`config.mk`:
```
export PLATFORM = sky130hd
export DESIGN_NAME = router_reg_param
export DESIGN_NICKNAME = d
export VERILOG_FILES = /design/src/rtl/router_reg_param.sv
export SDC_FILE = /design/constraint.sdc
export NUM_CORES = 1
export LEC_CHECK = 0
export ABC_AREA = 1
export CAP_MARGIN = 0
export CORE_MARGIN = 2
export CORE_UTILIZATION = 50
export CTS_BUF_LIST = sky130_fd_sc_hd__clkbuf_8
export CTS_CLUSTER_SIZE = 14
export DETAILED_ROUTE_END_ITERATION = 12
export GPL_TIMING_DRIVEN = 0
export HOLD_SLACK_MARGIN = 0.02
export PLACE_DENSITY = 0.82
export SYNTH_ARGS = -nofsm -noshare
export SYNTH_HDL_FRONTEND = slang
export SYNTH_SLANG_ARGS = --single-unit
```
`constraint.sdc`:
```
create_clock -name clock -period 1.85 [get_ports clock]
set_input_delay 0.185 -clock clock [delete_from_list [all_inputs] [get_ports clock]]
set_output_delay 0.185 -clock clock [all_outputs]
set_load 0.005 [all_outputs]
```
`src/rtl/router_reg_param.sv`:
```
// Purpose: router datapath register: latches header, forwards bytes to the port FIFOs, checks parity and payload length.
// Latency: data_in to dout 1 cycle; header on dout the cycle after lfd_state; err/len_err 1 cycle after parity_done.
// Backpressure: while fifo_full in LOAD_DATA the byte is parked in hold_reg and replayed on laf_state.
module router_reg_param #(
    parameter int DATA_WIDTH = 8,
    parameter int ADDR_BITS  = 2,
    parameter int NUM_PORTS  = 3,
    parameter int PARITY_ODD = 0
) (
    input  logic                  clock,
    input  logic                  reset,
    input  logic                  pkt_valid,
    input  logic [DATA_WIDTH-1:0] data_in,
    input  logic                  fifo_full,
    input  logic                  detect_add,
    input  logic                  ld_state,
    input  logic                  laf_state,
    input  logic                  full_state,
    input  logic                  lfd_state,
    input  logic                  rst_int_reg,
    output logic                  err,
    output logic                  len_err,
    output logic                  parity_done,
    output logic                  low_packet_valid,
    output logic [DATA_WIDTH-1:0] dout
);

    localparam int LEN_W = DATA_WIDTH - ADDR_BITS;
    localparam int CNT_W = LEN_W + 1;
    localparam logic [DATA_WIDTH-1:0] SEED = (PARITY_ODD != 0) ? '1 : '0;

    typedef struct packed {
        logic [LEN_W-1:0]     len;
        logic [ADDR_BITS-1:0] addr;
    } hdr_t;

    hdr_t                  header_reg;
    logic [DATA_WIDTH-1:0] hold_reg;
    logic [DATA_WIDTH-1:0] int_parity;
    logic [DATA_WIDTH-1:0] pkt_parity;
    logic [CNT_W-1:0]      byte_cnt;
    logic                  parity_done_d;

    logic addr_ok;
    logic payload_vld;
    logic parity_cap;
    logic check_vld;

    // Extra MSB keeps the compare correct when NUM_PORTS == 2**ADDR_BITS.
    assign addr_ok     = {1'b0, data_in[ADDR_BITS-1:0]} < (ADDR_BITS + 1)'(NUM_PORTS);
    assign payload_vld = ld_state & pkt_valid & ~full_state;
    assign parity_cap  = (ld_state & ~fifo_full & ~pkt_valid) |
                         (laf_state & low_packet_valid & ~parity_done);
    assign check_vld   = parity_done & ~parity_done_d;

    always_ff @(posedge clock or posedge reset) begin
        if (reset) begin
            header_reg <= '0;
        end else if (detect_add & pkt_valid & addr_ok) begin
            header_reg <= data_in;
        end
    end

    always_ff @(posedge clock or posedge reset) begin
        if (reset) begin
            dout     <= '0;
            hold_reg <= '0;
        end else if (lfd_state) begin
            dout <= header_reg;
        end else if (ld_state & ~fifo_full) begin
            dout <= data_in;
        end else if (ld_state & fifo_full) begin
            hold_reg <= data_in;
        end else if (laf_state) begin
            dout <= hold_reg;
        end
    end

    always_ff @(posedge clock or posedge reset) begin
        if (reset) begin
            int_parity <= SEED;
            byte_cnt   <= '0;
        end else if (detect_add) begin
            int_parity <= SEED;
            byte_cnt   <= '0;
        end else if (lfd_state) begin
            int_parity <= int_parity ^ header_reg;
        end else if (payload_vld) begin
            int_parity <= int_parity ^ data_in;
            if (byte_cnt != '1) begin
                byte_cnt <= byte_cnt + 1'b1;
            end
        end
    end

    always_ff @(posedge clock or posedge reset) begin
        if (reset) begin
            pkt_parity  <= '0;
            parity_done <= 1'b0;
        end else begin
            if (parity_cap) begin
                pkt_parity <= data_in;
            end
            if (detect_add) begin
                parity_done <= 1'b0;
            end else if (parity_cap) begin
                parity_done <= 1'b1;
            end
        end
    end

    always_ff @(posedge clock or posedge reset) begin
        if (reset) begin
            low_packet_valid <= 1'b0;
        end else if (ld_state & ~pkt_valid) begin
            low_packet_valid <= 1'b1;
        end else if (rst_int_reg) begin
            low_packet_valid <= 1'b0;
        end
    end

    // Checks fire once, on the cycle after the parity byte is captured.
    always_ff @(posedge clock or posedge reset) begin
        if (reset) begin
            parity_done_d <= 1'b0;
            err           <= 1'b0;
            len_err       <= 1'b0;
        end else begin
            parity_done_d <= parity_done;
            if (detect_add) begin
                err     <= 1'b0;
                len_err <= 1'b0;
            end else if (check_vld) begin
                err     <= (int_parity != pkt_parity);
                len_err <= (byte_cnt != {1'b0, header_reg.len});
            end
        end
    end

endmodule

```
==> results.yml <==
run_status:
  status: "completed"
finish:
  diodes: 0
  drive_gt1_share_pct: 6.12
  fillers: 471
  design_area_um2: 3160
  fin_nets: 410
  area_delta_synth_final_pct: 18.6
worst_setup_path:
  end_kind: "flop"
  worstPathCellList: "clkdlybuf4s50_1 -> inv_2 -> buf_1 -> nand4_1 -> o21ai_0"
  slowest_stage: "clkdlybuf4s50_1"
  crit_path_start_kind: "input port"
  max_stage_delay_ns: 0.57
  cpLargestDelayFamily: "buffers and inverters"
  reg2reg_slack_ns: 0.44
  worst-path-max-fanout: 10
  cp.depth: 5
  endpoint: "int_parity[4]$_DFFE_PP0P_"
  rr_endpoint: "byte_cnt[2]$_DFFE_PP0P_"
  arrival_ns: 1.72
  crit_buf_inv: 3
  crit_path_start: "detect_add"
  r2r_start: "byte_cnt[0]$_DFFE_PP0P_"
  cp.required_ns: 2.09
  crit_type: "in2reg"
  ff2ff_path_depth: 8
routing:
  viasPerCell: 5.21
  drt-wirelength-per-cell_um: 13.6
  dr.pass1.iters: 5
  drt_iter0_drc: 207
  drcViolationCount: 0
  antenna_left: 0
  num_vias: 2407
  routed_wl_um: 6280
placement:
  preCtsSetupSlack_ns: 0.0791
  io_buffer_count: 29
  gp_congestion: 0.854
  placed_cell_area_um2: 3060
  post-dp-hpwl_um: 4520
sta:
  fin_crit_sh_pct: 79.7
  tightest_slew_ns: 0.564
  period_minus_slack_ns: 1.47
  setup_viol: 0
  skew_ns: 0.00930
  rsz0062_at_grt: "false"
  drv_slew: 0
  hold_violations: 0
  slew_headroom_pct: 62.4
  fin_ws_ns: 0.376
  max_clock_freq_mhz: 679
clocking:
  ctsResizeCount: 0
  cts_buffers: 5
  cts_hold_buf: 0
  postCtsSetupBuffers: 0
  htreeDepth: 2
  path_clk_slew_ns: 0.10
  clock_sink_count: 52
  clockBufferDepth: 2
  cts_root_buffer: "clkbuf_8"
  cts_tree: "yes"
  insertion_delay_ns: 0.32
logic_synthesis:
  synth_edf_count: 0
  yosysTopAreaCell: "dfrtp_1"
  synth_ff_type: "dfrtp_1"
  ys_seq_area_share_pct: 48.8
  synth_top_area_share_pct: 48.8
  synth_cells: 354
  synth.distinct_cells: 25
  syn_avg_cell_area_um2: 7.52
  mappedNetlistArea_um2: 2660
  yosys_register_bits: 52
  ys_async_sr_fraction_pct: 100
  synthTopCellsByArea: "dfrtp_1 49%, nand2_1 17%, o21ai_0 7.0%, inv_1 6.6%, nand3_1 5.4%"
  ys.warnings.count: 0
  synth_common_cells: "120 x nand2_1, 52 x dfrtp_1, 47 x inv_1, 37 x o21ai_0, 29 x nand3_1"
  mappedNetlistNets: 373
  synth.most_common_cell: "nand2_1"
power_and_ir_drop:
  cellPowerDensity_nw_per_um2: 864
  ir_drop_uv: 331
  total_leakage_power_nw: 1.57
  p_total_mw: 2.73
global_routing:
  grt_max_degree: 42
  overflow: 0
  grt_pass1_wl_um: 10700
  grt_pass1_vias: 2262
  antenna_found_initial: 0
  grt_usage_pct: 23.1
floorplan:
  die_h_um: 77.0
  start_util_pct: 51.8
  die_area_um2: 5930
  die_w_um: 77.0
  row_count: 26
  fp.coreArea_um2: 5140
  io_pins: 30
min_path:
  holdCritPathClass: "in2async"
run:
  drv_cap: 0
routing by layer:
| layer | vias up | GRT usage [%] | part of all wire, % |
|---|---|---|---|
| met5 | - | 0 | 0 |
| met4 | 0 | 7.50 | 2.2 |
| met3 | 12 | 4.12 | 4.7 |
| met2 | 76 | 38.2 | 48 |
| met1 | 1120 | 30.9 | 45 |
| li1 | 1199 | - | - |
cells by family (layout without fill, tap and decap cells):
kind of cell             Yosys count  after routing  share of synthesized area (%)
AO/OA/AOI/OAI                     52             52                           10.5
AND/OR/NAND/NOR                  186            186                           29.4
adder cells (fa/ha/maj)            1              1                          0.470
flip-flops                        52             52                           48.8
buffers and inverters             58             96                           9.16
XOR/XNOR                           5              5                           1.64
metrics by stage:
stage	util (%)	setup TNS, ns	cells	hold WS (ns)
6_report	61.5	0	462	0.101
5_1_grt	61.5	0	462	0.131
4_1_cts	61.5	0	462	0.114
3_5_place_dp	59.6	0	454	0.405
3_3_place_gp	59.2	-29.26	453	0.391
2_1_floorplan	-	0	354	0.248
layout by cell type (no fill, tap or decap), drive strengths merged:
cell             n
o211ai           1
o22ai            1
a21oi            3
inv             49
dfrtp           52
clkbuf           6
ha               1
xor2             2
nand2          120
buf             10
xnor2            3
clkdlybuf4s50   29
clkinvlp         2
or2              1
nor3             1
nor2            25
nand3           32
o21ai           38
nand4            7
a31oi            9
power breakdown:
| group | internal [mW] | switching, mW |
|---|---|---|
| Clock | 0.303 | 0.392 |
| Sequential | 1.30 | 0.124 |
| Combinational | 0.281 | 0.332 |
| Total | 1.88 | 0.849 |
cell type report:
cell class                      count  area (µm²)  area share [%]
Buffer                              9        57.6            1.82
Clock buffer                        6        82.6            2.61
Clock inverter                      2        15.0           0.475
Inverter                           49         186            5.90
Multi-Input combinational cell    244        1120            35.4
Sequential cell                    52        1300            41.2
Tap cell                           70        87.6            2.77
Timing Repair Buffer               30         310            9.82
worst register-to-register path: cells and delay by family, from the launching register on:
kind	cells	cell delay, ns
adders and majority gates	1	0.24
buffers and inverters	1	0.10
DFF	1	0.45
and+or+nand+nor	6	0.54
worst min-delay path by stage:
stage | cells after the start | to
3_3_place_gp | 0 | parity_done_d$_DFF_PP0_
6_report | 2 | pkt_parity[4]$_DFFE_PP0P_
3_5_place_dp | 0 | parity_done_d$_DFF_PP0_
4_1_cts | 2 | int_parity[5]$_DFFE_PP0P_
5_1_grt | 2 | int_parity[5]$_DFFE_PP0P_
2_1_floorplan | 1 | parity_done$_DFFE_PP0P_
Note: power is estimated with default switching activity, not from simulation.
